$ cat config.mk
export PLATFORM = sky130hd
export DESIGN_NAME = int_pe_sequencer
export DESIGN_NICKNAME = d
export VERILOG_FILES = /design/src/rtl/int_pe_pkg.sv /design/src/rtl/int_pe_len_counter.sv /design/src/rtl/int_pe_sequencer.sv
export SDC_FILE = /design/constraint.sdc
export NUM_CORES = 1
export LEC_CHECK = 0
export CAP_MARGIN = 10
export CORE_MARGIN = 3
export CORE_UTILIZATION = 29
export CTS_BUF_LIST = sky130_fd_sc_hd__clkbuf_8
export DETAILED_ROUTE_END_ITERATION = 10
export GPL_TIMING_DRIVEN = 0
export PLACE_DENSITY = 0.95
export SLEW_MARGIN = 15
export SYNTH_ARGS = -nofsm -noshare
export SYNTH_HDL_FRONTEND = slang
export SYNTH_SLANG_ARGS = --single-unit
$ cat constraint.sdc
create_clock -name clk -period 2.62 [get_ports clk]
set_clock_uncertainty 0.2 [all_clocks]
set_input_delay 0.262 -clock clk [delete_from_list [all_inputs] [get_ports clk]]
set_output_delay 0.262 -clock clk [all_outputs]
set_load 0.01 [all_outputs]
$ cat src/rtl/int_pe_pkg.sv
// Shared types and width helper for the integer PE job sequencer.
package int_pe_pkg;

  typedef enum logic [1:0] {
    StIdle,
    StAccum,
    StResult
  } int_pe_seq_state_t;

  function automatic int unsigned pe_out_width(input int unsigned w_in_a, input int unsigned w_in_b);
    return w_in_a + w_in_b;
  endfunction

endpackage

$ cat src/rtl/int_pe_len_counter.sv
// Loadable down-counter tracking the remaining operand pairs of a job.
module int_pe_len_counter #(
  parameter int unsigned W_LEN = 8
) (
  input  logic             clk,
  input  logic             rstn,
  input  logic             load,
  input  logic [W_LEN-1:0] load_value,
  input  logic             dec,
  output logic             last,
  output logic             zero
);

  logic [W_LEN-1:0] count_q, count_d;

  always_comb begin
    count_d = count_q;
    if (load) begin
      count_d = load_value;
    end else if (dec && (count_q != '0)) begin
      count_d = count_q - 1'b1;
    end
  end

  always_ff @(posedge clk or negedge rstn) begin
    if (!rstn) begin
      count_q <= '0;
    end else begin
      count_q <= count_d;
    end
  end

  assign last = dec && (count_q == W_LEN'(1));
  assign zero = (count_q == '0);

endmodule

$ cat src/rtl/int_pe_sequencer.sv
// Dot-product job sequencer driving one integer MAC PE.
// Define INT_PE_SEQ_SAT_EN to saturate the result to all ones on overflow.
module int_pe_sequencer
  import int_pe_pkg::*;
#(
  parameter int unsigned W_IN_A = 8,
  parameter int unsigned W_IN_B = 16,
  parameter int unsigned W_LEN  = 8,
  localparam int unsigned W_OUT_X = pe_out_width(W_IN_A, W_IN_B)
) (
  input  logic               clk,
  input  logic               rstn,
  input  logic               cmd_valid,
  output logic               cmd_ready,
  input  logic [W_LEN-1:0]   cmd_len,
  input  logic               cmd_bias_en,
  input  logic [W_OUT_X-1:0] cmd_bias,
  input  logic               abort,
  input  logic               op_valid,
  output logic               op_ready,
  input  logic [W_IN_A-1:0]  op_a,
  input  logic [W_IN_B-1:0]  op_b,
  output logic               pe_set_zero,
  output logic               pe_set,
  output logic [W_OUT_X-1:0] pe_set_value,
  output logic [W_IN_A-1:0]  pe_in_a,
  output logic [W_IN_B-1:0]  pe_in_b,
  input  logic [W_OUT_X-1:0] pe_out_x,
  input  logic               pe_adder_overflow,
  output logic               res_valid,
  input  logic               res_ready,
  output logic [W_OUT_X-1:0] res_data,
  output logic               res_ovf,
  output logic               busy
);

  int_pe_seq_state_t state_q, state_d;
  logic sticky_q, sticky_d;
  logic cmd_fire, op_fire, res_fire;
  logic cnt_load, cnt_last, cnt_zero;
  logic [W_LEN-1:0] cnt_load_value;

  // Handshake readiness depends only on registered state and abort.
  assign cmd_ready = (state_q == StIdle) && !abort;
  assign op_ready  = (state_q == StAccum) && !abort && !cnt_zero;
  assign res_valid = (state_q == StResult) && !abort;

  assign cmd_fire = cmd_valid && cmd_ready;
  assign op_fire  = op_valid && op_ready;
  assign res_fire = res_valid && res_ready;

  assign cnt_load       = cmd_fire || abort;
  assign cnt_load_value = abort ? '0 : cmd_len;

  int_pe_len_counter #(
    .W_LEN(W_LEN)
  ) u_len_counter (
    .clk        (clk),
    .rstn       (rstn),
    .load       (cnt_load),
    .load_value (cnt_load_value),
    .dec        (op_fire),
    .last       (cnt_last),
    .zero       (cnt_zero)
  );

  always_comb begin
    state_d  = state_q;
    sticky_d = sticky_q;
    if (abort) begin
      state_d  = StIdle;
      sticky_d = 1'b0;
    end else begin
      unique case (state_q)
        StIdle: begin
          if (cmd_fire) begin
            sticky_d = 1'b0;
            state_d  = (cmd_len == '0) ? StResult : StAccum;
          end
        end
        StAccum: begin
          if (op_fire) begin
            sticky_d = sticky_q | pe_adder_overflow;
            if (cnt_last) begin
              state_d = StResult;
            end
          end
        end
        StResult: begin
          if (res_fire) begin
            state_d = StIdle;
          end
        end
        default: state_d = StIdle;
      endcase
    end
  end

  always_ff @(posedge clk or negedge rstn) begin
    if (!rstn) begin
      state_q  <= StIdle;
      sticky_q <= 1'b0;
    end else begin
      state_q  <= state_d;
      sticky_q <= sticky_d;
    end
  end

  assign pe_set       = cmd_fire && cmd_bias_en;
  assign pe_set_zero  = abort || (cmd_fire && !cmd_bias_en);
  assign pe_set_value = pe_set ? cmd_bias : '0;
  // Zero operands outside op fires so the PE accumulates nothing and holds.
  assign pe_in_a      = op_fire ? op_a : '0;
  assign pe_in_b      = op_fire ? op_b : '0;

  always_comb begin
    res_data = '0;
    res_ovf  = 1'b0;
    if (res_valid) begin
      res_ovf = sticky_q;
`ifdef INT_PE_SEQ_SAT_EN
      res_data = sticky_q ? {W_OUT_X{1'b1}} : pe_out_x;
`else
      res_data = pe_out_x;
`endif
    end
  end

  assign busy = (state_q != StIdle);

endmodule

==> impl_results.md <==
* Number of global-route vias before repair at 1947
* Net Count, Synth at 267
* Setup TNS at 0 ps
* Top Ports at 167
* Clock transition at the registers of the reported paths at 50 ps
* Ant. Diodes at 0
* Primary FF master, synth: dfrtp_1
* XOR/XNOR Fraction of Synth Area at 0.01267
* First-pass GRT wire length at slightly above 9 mm
* DRC viols at 0
* RePlAce Congestion at 0.9606
* Worst-path cell chain: buf_4 -> nor4b_4 -> buf_4 -> clkbuf_4 -> and3_1 -> clkdlybuf4s50_1
* Hold Crit Class: in -> async
* Compound-cell area share of the yosys netlist at 0.1321
* Syn_area_per_cell at 7.856 sq um
* Crit. End Element: output pin
* Largest family of logic cells by synthesized area: simple AND/OR/NAND/NOR gates
* Mapped Cells at between 150 and 200
* DRT Wirelength at about 6.4 mm
* Post-synthesis mux area share at 0.007240
* Cell repeated most along the worst path: buf_4
* Register area at 275.3 sq um
* R2R cell count at 8
* Static Leak at ~1.7 nW
* DRT iter0 DRCs at approximately 290
* Post-Syn Area at 1383 sq um
* Period utilization at 0.9824
* Placed Area at 3109 sq um
* Seq/Total Area, Yosys at 0.1991
* TritonCTS Buffers at 3
* Fin. max-slew vios at 0
* Startpoint types: flop
* Remaining antenna violation count at 0
* Worst VDD drop at 0.2161 mV
* Final non-filler cell total at a little over 400
* Number of fill cells at 333
* Layout Nets at about 450
* Rel. slew slack at 0.6089
* Area occupied by multi-input gates at 1022 sq um
* GRT overflow at 0
* CP max-delay cell: clkdlybuf4s50_1
* Post-synth EDFFs at 0
* Simple-Gate Fraction of Synth Area at 0.5548
* DP HPWL at 5.294 mm
* Drt pass-1 iters at 4
* CTS tree: built
* Critical-path maximum fanout at 10
* Worst skew pair latency at 250 ps
* Final hold violations at 0
* Design area at 3307 sq um
* Htree depth at 1
* Max Cap Viol at 0
* Synth Warn # at 0
* Largest net degree at the start of global routing at 12
* Fin crit period at 2574 ps
* Vias at 2045
* CTS max path bufs at 2
* Post-Synth Adder-Cell Area at 0.02715
* Area growth from synthesis to layout at 139.2%
* Die H at 75.05 um
* Clock root cell: clkbuf_8
* Num Clock Sinks at 11
* All-Layer GR Usage at 0.2160
* CP required at 2160 ps
* Setup violators final at 0
* Die Span X at 75.05 um
* Fmax achieved at 388.5 MHz
* DR vias/cell at 5.025
* Status: finished clean
* Wire per inst at 15.74 um
* Core Footprint at ~4500 sq um
* Layout cells sized above 1 at 0.1042
* Placed Cells at 394
* Antenna violations before repair at 0
* CP Class: reg -> out
* CP arrival at about 2100 ps
* IO buf count at approximately 170
* Asr flop ratio synth at 1.000
* Starting Density at 0.3090
* Distinct cells, synth at between 40 and 50
* Worst path max stage delay at 550 ps
* Final Core Density at 0.7391
* Synth Register Bits at 11
* Rows at 24
* Pwr per Cell Area at 299.6 nW/um^2
* Die ar. at 5632 sq um
* Worst Tran Pin Value at 581.7 ps
## final cells by class
cell class,count,area share
timing repair buffer,175,0.5354
inverter,5,0.005675
buffer,14,0.03292
tap,52,0.01967
clock buffer,3,0.01249
clock inverter,1,0.001513
sequential,11,0.08324
multi-input combinational,146,0.3091
## final timing paths
kind,slack [ps],endpoint,startpoint
worst min register to register,300,sticky_q$_DFFE_PN0P_,sticky_q$_DFFE_PN0P_
worst max register to register,590,u_len_counter.count_q[2]$_DFFE_PN0P_,u_len_counter.count_q[1]$_DFFE_PN0P_
worst min-delay path,170,state_q[1]$_DFFE_PN0P_,rstn
min in group clk,300,sticky_q$_DFFE_PN0P_,sticky_q$_DFFE_PN0P_
max in group asynchronous,1690,u_len_counter.count_q[0]$_DFFE_PN0P_,rstn
worst max-delay path,50,pe_set_value[13],state_q[1]$_DFFE_PN0P_
## registers in the layout, summed over array words and instances, names as in the netlist
register,flops
state_q,2
sticky_q,1
u_len_counter.count_q,8
## power breakdown
part	switching [W]	total, W	internal, W
logic	0.000234	0.000578	0.000343
registers	0.0000387	0.000234	0.000195
clock network	0.0000741	0.000179	0.000105
total	0.000347	0.000991	0.000644
## stage by stage
stage	hold WS (ps)	setup slack [ps]	power, W
6_report	167.6	46.13	0.0009907
5_1_grt	203.8	-20.90	0.001041
4_1_cts	182.5	5.453	0.0009666
3_5_place_dp	293.2	-289.5	0.0007661
3_3_place_gp	282.8	-231.1	0.0007461
2_1_floorplan	-233.6	750.7	0.0004853
## metal layers
metal / vias to the layer above / GRT usage / wire length, um
li1: 970 / - / -
met1: 941 / 0.2222 / 2098
met2: 122 / 0.4304 / 3603
met3: 12 / 0.05073 / 578
met4: 0 / 0.05336 / 127
met5: - / 0 / 0
## critical path: cells and delay by family (launching register included)
kind / cells / cell delay [ps]
buffers and inverters: 4 / 1080
DFF: 1 / 360
and+or+nand+nor: 2 / 420
## placed cells by master (no fill, tap or decap), types with 2 or more instances in the layout
master	Yosys	final
a21oi_1	3	3
buf_6	1	5
o21ai_1	2	2
ha_1	3	3
buf_2	5	3
dlymetal6s2s_1	0	17
dfrtp_1	11	11
a21o_1	3	3
buf_4	2	10
clkbuf_4	0	3
or2_2	2	2
nor4b_1	2	2
nor3b_1	2	2
nor2_1	7	6
nand2_1	11	11
and3_1	24	24
and2_1	50	50
clkbuf_1	6	2
nor4_1	2	2
inv_1	5	4
nor4b_4	2	2
clkdlybuf4s50_1	0	148
nor3_1	6	6
clkbuf_8	0	3
xnor2_1	2	2
## timing repair
item | 4_1_cts | 5_1_grt
buffers inserted | 6 | 3
hold buffers | 0 | 0
gates resized for setup | 8 | 34
endpoints found under the setup margin | 68 | 56
pin swaps | 2 | 1
endpoints found under the hold margin | 0 | 0
## cells by family (layout without fill, tap and decap cells)
| family | after synthesis | count (layout) |
|---|---|---|
| compound gates | 23 | 23 |
| simple gates | 117 | 117 |
| flops | 11 | 11 |
| xor+xnor | 2 | 2 |
| buf+inv | 19 | 198 |
| fa+ha+maj | 3 | 3 |
| mux | 1 | 1 |
## cell usage after synthesis (2+ instances only)
cell type / number / area, sq um
nor2_1: 7 / 26.28
ha_1: 3 / 37.54
xnor2_1: 2 / 17.52
nand2_1: 11 / 41.29
nor3b_1: 2 / 15.01
clkbuf_1: 6 / 22.52
buf_2: 5 / 25.02
o21ai_1: 2 / 10.01
and3_1: 24 / 150.1
nor4_1: 2 / 12.51
or2_2: 2 / 12.51
a21oi_1: 3 / 15.01
nor4b_1: 2 / 17.52
buf_4: 2 / 15.01
nor3_1: 6 / 30.03
a21o_1: 3 / 22.52
nor4b_4: 2 / 47.55
and2_1: 50 / 312.8
dfrtp_1: 11 / 275.3
inv_1: 5 / 18.77
Power figures use the tool's default switching activity.
